==> src/rtl/alu_issue_ctrl_pkg.sv <==
// Shared opsel codes and flag bit positions used by the ALU and its issue controller.
package alu_issue_ctrl_pkg;

  typedef logic [4:0] opsel_t;
  typedef logic [3:0] flags_t;

  // ALU operation select codes
  localparam opsel_t ALU_ADD     = 5'h00;
  localparam opsel_t ALU_ADC     = 5'h01;
  localparam opsel_t ALU_SUB     = 5'h02;
  localparam opsel_t ALU_SBB     = 5'h03;
  localparam opsel_t ALU_AND     = 5'h04;
  localparam opsel_t ALU_OR      = 5'h05;
  localparam opsel_t ALU_XOR     = 5'h06;
  localparam opsel_t ALU_NOT     = 5'h07;
  localparam opsel_t ALU_SHL     = 5'h08;
  localparam opsel_t ALU_SHR     = 5'h09;
  localparam opsel_t ALU_SAR     = 5'h0A;
  localparam opsel_t ALU_ROL     = 5'h0B;
  localparam opsel_t ALU_ROR     = 5'h0C;
  localparam opsel_t ALU_SHORT_A = 5'h0D;
  localparam opsel_t ALU_SHORT_B = 5'h0E;

  // Flag register bit positions: {Z,N,C,O}
  localparam int ZF = 3;
  localparam int NF = 2;
  localparam int CF = 1;
  localparam int OF = 0;

endpackage

==> src/rtl/alu_issue_ctrl_watchdog.sv <==
// Cycle counter that flags when an ALU operation has waited TIMEOUT cycles for ready.
module alu_watchdog #(
  parameter int TIMEOUT = 16
) (
  input  logic clk,
  input  logic rst,
  input  logic clear_i,
  input  logic en_i,
  output logic expire_o
);

  localparam int CW = $clog2(TIMEOUT + 1);

  logic [CW-1:0] count_q;

  // Count waiting cycles; clear restarts the window for a new operation.
  always_ff @(posedge clk) begin
    // NOTE: sequential state uses non-blocking assignments so every register samples pre-edge values.
    if (rst)          count_q <= '0;
    else if (clear_i) count_q <= '0;
    else if (en_i)    count_q <= count_q + 1'b1;
  end

  // The current cycle is the last allowed one once the count sits at TIMEOUT-1.
  assign expire_o = (count_q == CW'(TIMEOUT - 1));

endmodule

==> src/rtl/alu_issue_ctrl.sv <==
// Execute-stage initiator: issues one operation to the ready-handshaked ALU,
// captures result and flags, owns the ZNCO flag register and emits writeback.
module alu_issue_ctrl
  import alu_issue_ctrl_pkg::*;
#(
  parameter int DW      = 16,
  parameter int DST_W   = 3,
  parameter int TIMEOUT = 16
) (
  input  logic             clk,
  input  logic             rst,
  input  logic             req_valid,
  output logic             req_ready,
  input  logic [4:0]       req_op,
  input  logic [DW-1:0]    req_a,
  input  logic [DW-1:0]    req_b,
  input  logic [DST_W-1:0] req_dst,
  input  logic             req_setflags,
  input  logic             flags_we,
  input  logic [3:0]       flags_wdata,
  output logic [DW-1:0]    alu_srcA,
  output logic [DW-1:0]    alu_srcB,
  output logic [4:0]       alu_opsel,
  output logic             alu_Cflag,
  output logic             alu_Oflag,
  input  logic [DW-1:0]    alu_res,
  input  logic             alu_ready,
  input  logic [3:0]       alu_flag_next,
  output logic             wb_valid,
  output logic [DST_W-1:0] wb_dst,
  output logic [DW-1:0]    wb_data,
  output logic [3:0]       flags,
  output logic             busy,
  output logic             err_timeout
);

  localparam logic [1:0] ST_IDLE = 2'd0;
  localparam logic [1:0] ST_EXEC = 2'd1;
  localparam logic [1:0] ST_WB   = 2'd2;

  logic [1:0]       state_q, state_d;
  opsel_t           op_q;
  logic [DW-1:0]    a_q, b_q, res_q;
  logic [DST_W-1:0] dst_q;
  logic             setflags_q;
  flags_t           flags_q, flags_d;
  logic             err_q, err_d;

  logic accept, capture, wd_expire;

  assign accept  = (state_q == ST_IDLE) && req_valid;
  assign capture = (state_q == ST_EXEC) && alu_ready;

  alu_watchdog #(.TIMEOUT(TIMEOUT)) u_watchdog (
    .clk      (clk),
    .rst      (rst),
    .clear_i  (accept),
    .en_i     ((state_q == ST_EXEC) && !alu_ready),
    .expire_o (wd_expire)
  );

  // Next-state, timeout pulse and flag-register update selection.
  always_comb begin
    // NOTE: every signal gets a default first so no path leaves it unassigned (no latches).
    state_d = state_q;
    err_d   = 1'b0;
    flags_d = flags_q;
    case (state_q)
      ST_IDLE: if (req_valid) state_d = ST_EXEC;
      ST_EXEC: begin
        if (alu_ready) begin
          state_d = ST_WB;
        end else if (wd_expire) begin
          state_d = ST_IDLE;
          err_d   = 1'b1;
        end
      end
      ST_WB:   state_d = ST_IDLE;
      default: state_d = ST_IDLE;
    endcase
    // ALU capture has priority over an external write landing in the same cycle.
    if (capture && setflags_q) flags_d = alu_flag_next;
    else if (flags_we)         flags_d = flags_wdata;
  end

  // State, request latch, result capture and flag register.
  always_ff @(posedge clk) begin
    if (rst) begin
      state_q    <= ST_IDLE;
      op_q       <= '0;
      a_q        <= '0;
      b_q        <= '0;
      dst_q      <= '0;
      setflags_q <= 1'b0;
      res_q      <= '0;
      flags_q    <= '0;
      err_q      <= 1'b0;
    end else begin
      state_q <= state_d;
      flags_q <= flags_d;
      err_q   <= err_d;
      if (accept) begin
        op_q       <= req_op;
        a_q        <= req_a;
        b_q        <= req_b;
        dst_q      <= req_dst;
        setflags_q <= req_setflags;
      end
      if (capture) res_q <= alu_res;
    end
  end

  assign req_ready   = (state_q == ST_IDLE);
  assign busy        = (state_q != ST_IDLE);
  assign alu_opsel   = (state_q == ST_EXEC) ? op_q : ALU_SHORT_B;
  assign alu_srcA    = (state_q == ST_EXEC) ? a_q : '0;
  assign alu_srcB    = (state_q == ST_EXEC) ? b_q : '0;
  assign alu_Cflag   = flags_q[CF];
  assign alu_Oflag   = flags_q[OF];
  assign wb_valid    = (state_q == ST_WB);
  assign wb_dst      = dst_q;
  assign wb_data     = res_q;
  assign flags       = flags_q;
  assign err_timeout = err_q;

endmodule

==> config.mk <==
export PLATFORM = sky130hd
export DESIGN_NAME = alu_issue_ctrl
export DESIGN_NICKNAME = d
export VERILOG_FILES = /design/src/rtl/alu_issue_ctrl_pkg.sv /design/src/rtl/alu_issue_ctrl_watchdog.sv /design/src/rtl/alu_issue_ctrl.sv
export SDC_FILE = /design/constraint.sdc
export NUM_CORES = 1
export LEC_CHECK = 0
export ABC_AREA = 1
export BUFFER_PORTS_ARGS = -buffer_cell sky130_fd_sc_hd__buf_2
export CELL_PAD_IN_SITES_DETAIL_PLACEMENT = 1
export CELL_PAD_IN_SITES_GLOBAL_PLACEMENT = 1
export CORE_MARGIN = 5
export CORE_UTILIZATION = 28
export CTS_CLUSTER_DIAMETER = 120
export DETAILED_ROUTE_END_ITERATION = 12
export GPL_ROUTABILITY_DRIVEN = 0
export PLACE_DENSITY_LB_ADDON = 0.2
export SLEW_MARGIN = 20
export SYNTH_ARGS = -nofsm -noshare
export SYNTH_HDL_FRONTEND = slang
export SYNTH_HIERARCHICAL = 1
export SYNTH_SLANG_ARGS = --single-unit
==> constraint.sdc <==
create_clock -name clk -period 1.3 [get_ports clk]
set_input_delay 0.195 -clock clk [delete_from_list [all_inputs] [get_ports clk]]
set_output_delay 0.195 -clock clk [all_outputs]
set_load 0.02 [all_outputs]
==> out/summary.md <==
## Timing
* **crit path setup slack, layout** -0.153 ns
* **minimum period implied by the final worst setup slack** 1.45 ns
* **highest achievable clock rate** 0.688 GHz
* **total count of max-transition violations in the final report** 0
* **final number of hold-violating endpoints** 0
* **actual transition at the worst max-transition pin** 0.337 ns
* **unrepaired setup endpoints after global routing** true
* **post-route fraction of the period consumed by the critical path** 112%
* **hold_ws** 0.0629 ns
* **setup tns final** -7.47 ns
* **setup-violating endpoint count in the final report** 84
* **worst max-slew margin expressed relative to the limit** 77.5%
* **Post-Route Skew** 0.00536 ns

## Outcome
* **status** complete, but fails checks
* **violated checks** setup timing

## Worst hold path
* **type of the worst min-delay path** primary input to flip-flop

## Clocking
* **clock edge transition at the registers on the reported setup and hold paths** 0.08 ns
* **Inserted Clock Buffers** 9
* **Hold-fix buffers, CTS** 0
* **Clock Tree Buf Depth** 2
* **clk root buf** sky130_fd_sc_hd__clkbuf_8
* **clock tree from TritonCTS** done
* **maximum level of the CTS H-tree** 3
* **Clock Latency Late Sink** 0.34 ns
* **clock net sink count** 69

## Worst setup path
* **master of the slowest instance on the critical path** sky130_fd_sc_hd__dfxtp_2
* **critical path startpoint category** flip-flop
* **arrival time at the worst endpoint** 1.26 ns
* **crit path max fanout** 9
* **Critical Path RT** 1.11 ns
* **Setup crit end kind** output pin
* **Cell Chain, Critical Path** clkinv_4 -> nand2_8 -> buf_12 -> nor2_1 -> buf_4
* **classification of the worst setup path** flip-flop to output pin
* **largest stage delay on the critical path** 0.34 ns

## Floorplanning
* **core footprint** 9730 sq um
* **Top Ports** 136
* **floorplan die width** 109 microns
* **height of the chip** 109 microns
* **Row Count** 36
* **starting density of the core** 28.5%
* **floorplan die area** 12000 sq um

## Drt
* **number of detailed-route iterations in the first pass** 4
* **via count** 3069
* **initial drt markers** 76
* **DRC violation count after routing** 0
* **per-cell via count in the routed design** 4.53
* **average detailed-routed wire length per instance** 15.4 microns
* **total wire length after detailed routing** 10400 microns
* **count of nets left with antenna violations after detail routing** 0

## Synth
* **list of most frequent post-synthesis cells** sky130_fd_sc_hd__nor2_1, sky130_fd_sc_hd__dfxtp_1, sky130_fd_sc_hd__o21ai_0, sky130_fd_sc_hd__inv_1, sky130_fd_sc_hd__a21oi_1
* **number of enable flip-flop cells after synthesis** 0
* **most instantiated flip-flop cell in the synthesis netlist** sky130_fd_sc_hd__dfxtp_1
* **area share of the largest cell type after synthesis** 49.8%
* **sequential share of the synthesized area** 49.8%
* **yosys warns** 6
* **Synth Net Count** 446
* **post-synthesis average cell area** 7.41 sq um
* **cell area after synthesis** 2770 sq um
* **cell with the most instances after synthesis** sky130_fd_sc_hd__nor2_1
* **flop and latch count out of synthesis** 69
* **share of synthesized flip-flops with an asynchronous set or reset** 0%
* **cell taking the most area after synthesis** sky130_fd_sc_hd__dfxtp_1
* **cells taking the most area after synthesis** sky130_fd_sc_hd__dfxtp_1, sky130_fd_sc_hd__nor2_1, sky130_fd_sc_hd__o21ai_0, sky130_fd_sc_hd__a21oi_1, sky130_fd_sc_hd__inv_1
* **Cell variety after synth** 22
* **number of standard cells after synthesis** 374

## Global routing
* **largest net degree at the start of global routing** 53
* **initial antenna violation count** 0
* **total global routing track utilization** 15.0%
* **vias in the first global route** 3019
* **GRT overflow** 0
* **wire length of the first global-routing pass** 14300 microns

## Place
* **worst slack at placement** -0.0562 ns
* **PortBufs** 135
* **Detail Placement HPWL** 6600 microns
* **Placement Cell Area** 3650 sq um

## Pwr
* **part of the power in registers** 41.6%
* **Sw Pwr** 1.61 mW
* **Combinational Power Share** 23.2%
* **design internal power** 3.99 mW
* **Static Leakage** 2.23 nW
* **net switching fraction of the power** 28.8%
* **highest ir drop seen on vdd** 0.000505 V
* **share of total power in the clock network** 35.2%
* **P per Cell Area** 1160 nW/um^2

## Job
* **number of violations of the max-capacitance limit** 0

## Cells and area
* **ratio of cells with drive above 1 in the final layout** 50.1%
* **final core utilization** 49.9%
* **final cell area excluding filler cells** 4850 sq um
* **layout overhead on the synthesized area** 75.0%
* **number of nets at the end of the flow** 612
* **diode count** 0

==> layer usage <==
metal | part of all wire [%] | global-route usage, % | wire length, microns | vias to the layer above
li1 | - | - | - | 1512
met1 | 40 | 17.5 | 4190 | 1462
met2 | 51 | 25.4 | 5320 | 88
met3 | 8.0 | 6.46 | 832 | 7
met4 | 0.81 | 3.38 | 84 | 0
met5 | 0 | 0 | 0 | -
==> worst max-delay path, delay by kind of cell, from the launching register on <==
kind,cells,cell delay (ns)
buffers and inverters,3,0.40
AND/OR/NAND/NOR,2,0.19
flip-flops,1,0.34
==> layout by cell type (no fill, tap or decap), drive strengths merged <==
cell      n
buf     169
inv      51
o21ai    59
nand4     3
nand2    23
nand3     9
clkbuf   17
ha        2
clkinv    3
nor4      1
bufinv    2
and3      1
nor2     93
dfxtp    69
or2       3
a21oi    40
==> final cells by class <==
| type | instances | area (sq um) |
|---|---|---|
| Fill cell | 1182 | 4880 |
| Clock buffer | 11 | 141 |
| Inverter | 51 | 206 |
| Timing Repair Buffer | 175 | 1450 |
| Tap cell | 133 | 166 |
| Multi-Input combinational cell | 234 | 1420 |
| Sequential cell | 69 | 1390 |
| Clock inverter | 5 | 82.6 |
==> kinds of logic after synthesis <==
logic type	Yosys count	share of synthesized area [%]
AND/OR/NAND/NOR	131	19.5
buffers and inverters	73	11.9
adder cells (fa/ha/maj)	2	0.903
flip-flops	69	49.8
AO/OA/AOI/OAI	99	17.9
==> metrics by stage <==
stage,power [mW],std cells
2_1_floorplan,2.87,374
3_3_place_gp,3.20,637
3_5_place_dp,3.22,637
4_1_cts,5.31,658
5_1_grt,5.90,678
6_report,5.60,678
==> registers in the layout, indices dropped and copies added (netlist names) <==
name and flops:
wb_data 16, b_q 16, flags 4, err_timeout 1
u_watchdog/count_q 5, state_q 2, setflags_q 1, a_q 16
wb_dst 3, op_q 5
==> power by group through the flow <==
| stage | Combinational (mW) | Clock, mW | Sequential [mW] |
|---|---|---|---|
| after CTS | 0.946 | 2.03 | 2.33 |
| after global routing | 1.41 | 2.14 | 2.35 |
| after floorplan | 0.449 | 0 | 2.42 |
| after detailed placement | 0.849 | 0 | 2.37 |
| after global placement | 0.829 | 0 | 2.37 |
| final | 1.30 | 1.97 | 2.33 |
==> timing repair <==
item                       in CTS  in global routing
setup endpoints to repair      48                103
buffers inserted                5                  9
gates resized for setup        85                162
gates cloned                    0                 11
pin swaps                       6                 13
==> path summary, 6_finish.rpt <==
kind | start | to | slack (ns) | cells past startpoint
max reg2reg | state_q[0] | b_q[12] | -0.11 | 7
min | alu_res[12] | wb_data[12] | 0.06 | 3
max | state_q[1] | alu_srcB[7] | -0.15 | 5
min reg2reg | b_q[6] | b_q[6] | 0.47 | 2
Note: power is estimated with default switching activity, not from simulation.
